### src/rtl/seven_seg_scanner.sv
// seven_seg_scanner: time-multiplexed driver for a 4-digit common-anode
// seven-segment display. Each digit slot is SHOW_TICKS ticks of drive followed
// by BLANK_TICKS ticks of all-anodes-off to suppress ghosting. The displayed
// value, decimal points and enables are captured once per frame, on the edge
// that wraps back to digit 0, so a frame never mixes two values.
module seven_seg_scanner #(
  parameter int SHOW_TICKS  = 4,
  parameter int BLANK_TICKS = 1
) (
  input  logic        clk,
  input  logic        reset,
  input  logic        tick,
  input  logic [15:0] value,
  input  logic [3:0]  dp_in,
  input  logic [3:0]  digit_en,
  output logic [3:0]  an,
  output logic [6:0]  seg,
  output logic        dp,
  output logic        frame_done
);

  typedef enum logic {SHOW, BLANK} state_t;

  localparam logic [7:0] SHOW_LAST  = 8'(SHOW_TICKS - 1);
  localparam logic [7:0] BLANK_LAST = 8'(BLANK_TICKS - 1);

  state_t      state_reg, state_next;
  logic [1:0]  d_reg, d_next;
  logic [7:0]  cnt_reg, cnt_next;
  logic [15:0] sh_val_reg, sh_val_next;
  logic [3:0]  sh_dp_reg, sh_dp_next;
  logic [3:0]  sh_en_reg, sh_en_next;
  logic        first_reg, first_next;

  logic [3:0]  an_next;
  logic [6:0]  seg_next;
  logic        dp_next;
  logic        fd_next;

  // Nibbles of the shadow value as it will be after this edge, so the digit
  // shown on the wrap edge already comes from the freshly latched value.
  logic [3:0]  nib [4];

  genvar gi;
  generate
    for (gi = 0; gi < 4; gi++) begin : g_nib
      assign nib[gi] = sh_val_next[4*gi +: 4];
    end
  endgenerate

  // Hex to active-low gfedcba segment pattern.
  function automatic logic [6:0] decode(input logic [3:0] n);
    case (n)
      4'h0: decode = 7'h40;
      4'h1: decode = 7'h79;
      4'h2: decode = 7'h24;
      4'h3: decode = 7'h30;
      4'h4: decode = 7'h19;
      4'h5: decode = 7'h12;
      4'h6: decode = 7'h02;
      4'h7: decode = 7'h78;
      4'h8: decode = 7'h00;
      4'h9: decode = 7'h10;
      4'hA: decode = 7'h08;
      4'hB: decode = 7'h03;
      4'hC: decode = 7'h46;
      4'hD: decode = 7'h21;
      4'hE: decode = 7'h06;
      default: decode = 7'h0E;
    endcase
  endfunction

  // Next-state and next-output logic; everything holds on non-tick cycles
  // except frame_done, which is a single-cycle pulse.
  always_comb begin
    state_next  = state_reg;
    d_next      = d_reg;
    cnt_next    = cnt_reg;
    sh_val_next = sh_val_reg;
    sh_dp_next  = sh_dp_reg;
    sh_en_next  = sh_en_reg;
    first_next  = first_reg;
    fd_next     = 1'b0;

    if (tick) begin
      case (state_reg)
        SHOW: begin
          if (cnt_reg == SHOW_LAST) begin
            state_next = BLANK;
            cnt_next   = 8'd0;
          end else begin
            cnt_next = cnt_reg + 8'd1;
          end
        end
        default: begin
          if (cnt_reg == BLANK_LAST) begin
            state_next = SHOW;
            cnt_next   = 8'd0;
            d_next     = d_reg + 2'd1;
            if (d_reg == 2'd3) begin
              sh_val_next = value;
              sh_dp_next  = dp_in;
              sh_en_next  = digit_en;
              first_next  = 1'b0;
              fd_next     = ~first_reg;
            end
          end else begin
            cnt_next = cnt_reg + 8'd1;
          end
        end
      endcase
    end

    an_next  = 4'hF;
    seg_next = 7'h7F;
    dp_next  = 1'b1;
    if (state_next == SHOW && sh_en_next[d_next]) begin
      an_next  = ~(4'b0001 << d_next);
      seg_next = decode(nib[d_next]);
      dp_next  = ~sh_dp_next[d_next];
    end
  end

  // State, shadow and registered output update.
  always_ff @(posedge clk) begin
    if (reset) begin
      state_reg  <= BLANK;
      d_reg      <= 2'd3;
      cnt_reg    <= 8'd0;
      sh_val_reg <= 16'h0000;
      sh_dp_reg  <= 4'h0;
      sh_en_reg  <= 4'h0;
      first_reg  <= 1'b1;
      an         <= 4'hF;
      seg        <= 7'h7F;
      dp         <= 1'b1;
      frame_done <= 1'b0;
    end else begin
      state_reg  <= state_next;
      d_reg      <= d_next;
      cnt_reg    <= cnt_next;
      sh_val_reg <= sh_val_next;
      sh_dp_reg  <= sh_dp_next;
      sh_en_reg  <= sh_en_next;
      first_reg  <= first_next;
      an         <= an_next;
      seg        <= seg_next;
      dp         <= dp_next;
      frame_done <= fd_next;
    end
  end

endmodule

### config.mk
export PLATFORM = sky130hd
export DESIGN_NAME = seven_seg_scanner
export DESIGN_NICKNAME = d
export VERILOG_FILES = /design/src/rtl/seven_seg_scanner.sv
export SDC_FILE = /design/constraint.sdc
export NUM_CORES = 1
export LEC_CHECK = 0
export ABC_AREA = 1
export BUFFER_PORTS_ARGS = -buffer_cell sky130_fd_sc_hd__buf_2
export CORE_ASPECT_RATIO = 1.75
export CORE_MARGIN = 2
export CORE_UTILIZATION = 40
export DETAILED_ROUTE_END_ITERATION = 10
export GPL_TIMING_DRIVEN = 0
export SYNTH_ARGS = -nofsm -noshare
export SYNTH_HDL_FRONTEND = slang
export SYNTH_SLANG_ARGS = --single-unit
### constraint.sdc
create_clock -name clk -period 2.35 [get_ports clk]
set_input_delay 0.235 -clock clk [delete_from_list [all_inputs] [get_ports clk]]
set_output_delay 0.235 -clock clk [all_outputs]
set_load 0.05 [all_outputs]
Word-level counts from Yosys, hierarchy flattened
Memories as Yosys holds them, arrays and structs flattened. A register that Yosys moved wholly into a read port is not among the register bits.
Cells that the tools add are included.
Storage, ports and cells
  memories: 1
  register bits: 42
  logic and storage cells: 62
  input bits: 27
  output and inout bits: 13
  bits in read-only memories: 112
Memory list
  (name not given): depth 16, width 7, read ports 1, clocked after Yosys merged registers in 1, write ports 0, RTL line 53  | case (n)
Cells by class
  mux-type cells: 29
  add/subtract/negate cells: 2
  shifts and indexed selects: 1
  bitwise logic cells: 10
  order comparisons: 2
  reduce and logical (&&, ||, !) cells: 5
  equal/unequal tests: 2
Operators with widths (count)
  $mux 16: 4
  $mux 4: 10
  $mux 8: 3
  $add 8x1->8 const B: 1
  $bmux 4 s2: 1
  $eq 8x2->1 const B: 1
  $logic_not 8->1: 1
  $not 1->1: 8
  $mux 1: 6
  $mux 2: 3
  $reduce_or 5->1: 1
  $bmux 1 s2: 2
  $not 4->4: 1
  $reduce_and 4->1: 1
  $shl 1x2->4 const A: 1
  $ge 3x3->1 const B: 1
  $lt 2x3->1 const B: 1
  $not 2->3: 1
  $add 2x1->2 const B: 1
  $eq 2x2->1 const B: 1
  $reduce_or 2->1: 1
  $logic_and 1x1->1: 1

Longest topological paths before layout
  word-level depth: 10
  depth in mapped cells: 18
  gate-level depth less buffers: 18

Worst setup path before layout
Ideal clock, no wire load.
  path kind: register to register
  from: register cnt_reg[1]
  to: register seg[0]
  clock period less this slack: 2233 ps
  setup slack: 117 ps
  path buffers: 1
  cell stages (with the launch flop): 18
  data required time: 2230 ps
  arrival time: 2113 ps
  setup time: 120 ps
  path through: dfxtp_1 > inv_1 > ha_1 > nand2_2 > nor2_4 > nand3_4 > buf_6 > nand2_2 > nand2_1 > nand2_1 > nand2_1 > nor2_2 > inv_1 > ha_1 > inv_1 > nand3_1 > nand3_1 > nand3_1
Between the ends
  longest elaborated chain between the ends: 9
  elaborated cells on any way between the ends: 25
  classes of those cells: eq/ne: 1; mux: 18; bitwise: 3; reduce/logical: 3
Ends and longest elaborated chain
  from (decl): RTL line 29  | logic [7:0] cnt_reg, cnt_next;
  from (signal assigned): RTL line 141  | cnt_reg <= cnt_next;
  $logic_not 8->1: RTL line 96  | if (cnt_reg == BLANK_LAST) begin
  $mux 4 / $mux 2 (equally long branches): RTL line 96
  $mux 4 / $mux 2 (equally long branches): RTL line 86  | case (state_reg)
  $mux 4 / $mux 2 (equally long branches): RTL line 85  | if (tick) begin
  $bmux 1 s2: RTL line 117  | if (state_next == SHOW && sh_en_next[d_next]) begin
  $mux 1 (not written as such): RTL line 117
  $logic_and 1x1->1: RTL line 117
  $not 1->1 (no line)
  $reduce_or 2->1 (no line)
  to (decl): RTL line 17  | output logic [6:0] seg,
Parallel ways exist; a longest one is shown, timed or not. The select of a mux whose other input is x is not followed.
A chain may end at the register's enable or synchronous reset.

Worst setup path in the final report
Ends and elaborated chain as after synthesis.

==> impl_results.html <==
<table>
<tr><th>Metric</th><th>Value</th></tr>
<tr><th colspan="2">Synthesis</th></tr>
<tr><td>Sequential share of the synthesized area</td><td>37.0%</td></tr>
<tr><td>Synthesized area</td><td>2650 µm²</td></tr>
<tr><td>Count of state elements after synthesis</td><td>49</td></tr>
<tr><td>Net count after synthesis</td><td>410</td></tr>
<tr><td>Cell taking the most area after synthesis</td><td>dfxtp_1</td></tr>
<tr><td>Synthesized area per cell</td><td>7.09 µm²</td></tr>
<tr><td>Top post-synthesis cells by area</td><td>dfxtp_1, nand2_1, inv_1</td></tr>
<tr><td>Gate Count Post-Synth</td><td>between 300 and 400</td></tr>
<tr><td>Netlist cell types</td><td>30</td></tr>
<tr><td>Portion of synthesized cell area occupied by the leading cell type</td><td>between 30% and 40%</td></tr>
<tr><td>Syn. warnings</td><td>0</td></tr>
<tr><th colspan="2">Critical path</th></tr>
<tr><td>Worst Setup Start Kind</td><td>flop</td></tr>
<tr><td>Worst EP arrival</td><td>2.51 ns</td></tr>
<tr><td>WP data required</td><td>2.54 ns</td></tr>
<tr><td>Critical path type</td><td>reg -&gt; reg</td></tr>
<tr><td>Maximum fanout along the worst path</td><td>6</td></tr>
<tr><td>Endpoint class of the critical path</td><td>flop</td></tr>
<tr><th colspan="2">Timing</th></tr>
<tr><td>Final slew viol count</td><td>0</td></tr>
<tr><td>Min Tclk post-route</td><td>2.32 ns</td></tr>
<tr><td>Hold Slack</td><td>0.198 ns</td></tr>
<tr><td>Setup repair after global routing missed its margin</td><td>true</td></tr>
<tr><td>Number of endpoints failing setup at the final stage</td><td>0</td></tr>
<tr><td>Maximum clock rate</td><td>431 MHz</td></tr>
<tr><td>Worst clock skew on the final layout</td><td>~0.0044 ns</td></tr>
<tr><td>Share of the clock period used by the worst path after layout</td><td>98.8%</td></tr>
<tr><td>Transition at the pin with the smallest max-transition slack</td><td>around 0.52 ns</td></tr>
<tr><td>Count of final hold-check violations</td><td>0</td></tr>
<tr><td>Headroom to the max-slew limit</td><td>65.4%</td></tr>
<tr><th colspan="2">Floorplan</th></tr>
<tr><td>Core area</td><td>6490 µm²</td></tr>
<tr><td>Die extent in y</td><td>between 100 and 150 µm</td></tr>
<tr><td>Initial core utilization</td><td>40.8%</td></tr>
<tr><td>Floorplan die area</td><td>7320 µm²</td></tr>
<tr><td>Number of cell rows</td><td>39</td></tr>
<tr><td>I/O Pins</td><td>40</td></tr>
<tr><td>Die Wd</td><td>around 66 µm</td></tr>
<tr><th colspan="2">Placement</th></tr>
<tr><td>Total placed cells including tap cells</td><td>495</td></tr>
<tr><td>GP Congestion</td><td>0.811</td></tr>
<tr><td>DP HPWL</td><td>approximately 4800 µm</td></tr>
<tr><td>Count of input and output buffers</td><td>39</td></tr>
<tr><th colspan="2">Final layout</th></tr>
<tr><td>Cell Count, Final, Fillers Out</td><td>roughly 530</td></tr>
<tr><td>Final-stage net count</td><td>~480</td></tr>
<tr><td># diodes</td><td>0</td></tr>
<tr><td>Fraction of layout cells with a size suffix above 1</td><td>about a third</td></tr>
<tr><td>Post-synthesis to final-layout area growth</td><td>32.6%</td></tr>
<tr><td>Most used cells in the layout excluding fill and tap cells</td><td>nand2_1, dfxtp_1, inv_1, buf_2, nor2_1</td></tr>
<tr><td>Max reg flops</td><td>16</td></tr>
<tr><td>Most common cell after layout, fill and taps aside</td><td>nand2_1</td></tr>
<tr><th colspan="2">Route</th></tr>
<tr><td>Remaining DRCs</td><td>0</td></tr>
<tr><td>Via/cell ratio</td><td>4.79</td></tr>
<tr><td>Post-DR wirelength/cell</td><td>12.5 µm</td></tr>
<tr><td>Antenna violation net count after detailed routing</td><td>0</td></tr>
<tr><td>Number of DRC markers after the initial detailed-route iteration</td><td>106</td></tr>
<tr><td>DR pass1 iterations</td><td>4</td></tr>
<tr><td>Routed Wire Length</td><td>6580 µm</td></tr>
<tr><td>Number of vias in the routed layout</td><td>between 2,000 and 3,000</td></tr>
<tr><th colspan="2">Flow run</th></tr>
<tr><td>Max capacitance violation total</td><td>0</td></tr>
<tr><th colspan="2">Clock tree</th></tr>
<tr><td>Clock root buffer</td><td>clkbuf_16</td></tr>
<tr><td>Deepest level of the CTS H-tree</td><td>2</td></tr>
<tr><td>Clock transition at the registers of the reported paths</td><td>around 0.070 ns</td></tr>
<tr><td>Clock latency on the worst-skew pair</td><td>between 0.2 and 0.3 ns</td></tr>
<tr><td>Clock sink total</td><td>49</td></tr>
<tr><td>Maximum number of buffers from clock root to sink</td><td>2</td></tr>
<tr><td>Clock tree from TritonCTS</td><td>done</td></tr>
<tr><td>Inserted Clock Buffers</td><td>5</td></tr>
<tr><th colspan="2">Pwr</th></tr>
<tr><td>Power consumption</td><td>about 0.0028 W</td></tr>
<tr><td>Leak Pwr</td><td>1.71 nW</td></tr>
<tr><td>Cell Pwr Density</td><td>806 nW/µm²</td></tr>
<tr><td>Worst ir drop on vdd</td><td>383 µV</td></tr>
<tr><th colspan="2">Run status</th></tr>
<tr><td>Status</td><td>completed</td></tr>
<tr><th colspan="2">Global route</th></tr>
<tr><td>Number of antenna violations at the first check in global routing</td><td>0</td></tr>
<tr><td>Largest net degree at the start of global routing</td><td>17</td></tr>
<tr><td>Wire length of the first global-routing pass</td><td>about 10,000 µm</td></tr>
<tr><td>Via count of the first global-routing pass</td><td>2,393</td></tr>
<tr><td>Remaining Overflow, GRT</td><td>0</td></tr>
<tr><td>Gr usage total</td><td>between 10% and 20%</td></tr>
<tr><th colspan="2">Worst hold path</th></tr>
<tr><td>Type of the most critical hold path</td><td>in -&gt; reg</td></tr>
</table>
==> report_power, final <==
group / total, W / switching (W) / internal, W
combinational: 0.00117 / 0.000717 / 0.000452
sequential: 0.000938 / 0.0000285 / 0.000909
clock: 0.000727 / 0.000330 / 0.000397
==> cell usage after synthesis (all sizes together) <==
| cell | number |
|---|---|
| ha | 9 |
| nand2 | 132 |
| nand3 | 31 |
| a21oi | 9 |
| clkbuf | 3 |
| xor2 | 4 |
| a21boi | 1 |
| dfxtp | 49 |
| a211oi | 1 |
| nor3 | 6 |
| o21a | 1 |
| mux2i | 3 |
| o21ai | 12 |
| xnor2 | 1 |
| and2 | 2 |
| nand4 | 12 |
| buf | 8 |
| inv | 48 |
| nor2 | 41 |
| nor3b | 1 |
==> path summary, 6_finish.rpt <==
path | from | end | depth (start not counted) | slack (ns)
setup / recovery | cnt_reg[1] | seg[0] | 17 | 0.03
setup reg to reg | cnt_reg[1] | seg[0] | 17 | 0.03
hold reg to reg | first_reg | frame_done | 1 | 0.45
hold / removal | digit_en[3] | sh_en_reg[3] | 3 | 0.20
==> area by class of cell <==
type / count / area, µm²
clock inverters: 3 / 21.3
plain buffers: 11 / 114
inverters: 48 / 188
clock buffers: 5 / 125
well taps: 82 / 103
repair buffers: 64 / 402
flip-flops and latches: 49 / 986
fillers: 656 / 2980
multi-input cells: 266 / 1580
==> what timing repair did <==
| item | CTS | global route |
|---|---|---|
| resized for setup | 13 | 47 |
| cloned | 0 | 2 |
| buffers inserted | 13 | 10 |
| endpoints found under the setup margin | 7 | 7 |
| hold buffers | 0 | 0 |
| pin swaps | 5 | 19 |
==> cells by family after synthesis <==
family	after synthesis	share of synthesized area, %
buffers and inverters	59	10.5
adders and majority gates	9	4.25
DFF	49	37.0
muxes	3	1.13
xor gates and xnor gates	5	1.65
and+or+nand+nor	225	40.7
AOI/OAI and AO/OA	24	4.82
==> metrics by stage <==
stage / setup TNS (ns) / area (µm²) / utilization [%] / setup slack (ns)
final: 0 / 3510 / 54.1 / 0.0284
after global routing: -0.412 / 3510 / 54.1 / -0.128
after CTS: 0 / 3230 / 49.8 / 0.00118
after detailed placement: -1.28 / 2950 / 45.4 / -0.265
after global placement: -1.18 / 2950 / 45.4 / -0.249
after floorplan: 0 / 2650 / - / 0.117
==> critical path, stage by stage, from the launching register on <==
cell,delay (ns)
dfxtp_2,0.32
inv_2,0.08
ha_4,0.15
nand2_4,0.05
nor2_4,0.23
nand3_4,0.17
buf_8,0.17
nand2_2,0.05
o21ai_2,0.05
nand2_1,0.07
nand2_2,0.06
nor2_4,0.20
inv_2,0.11
ha_4,0.19
inv_2,0.06
nand3_2,0.09
nand3_2,0.09
nand3_2,0.06
==> metal layers <==
metal,share of wire [%],track usage (%)
met5,0,0
met4,2.9,7.08
met3,2.2,2.83
met2,58,36.1
met1,37,18.2
No activity file was read; power rests on OpenSTA's default activity.
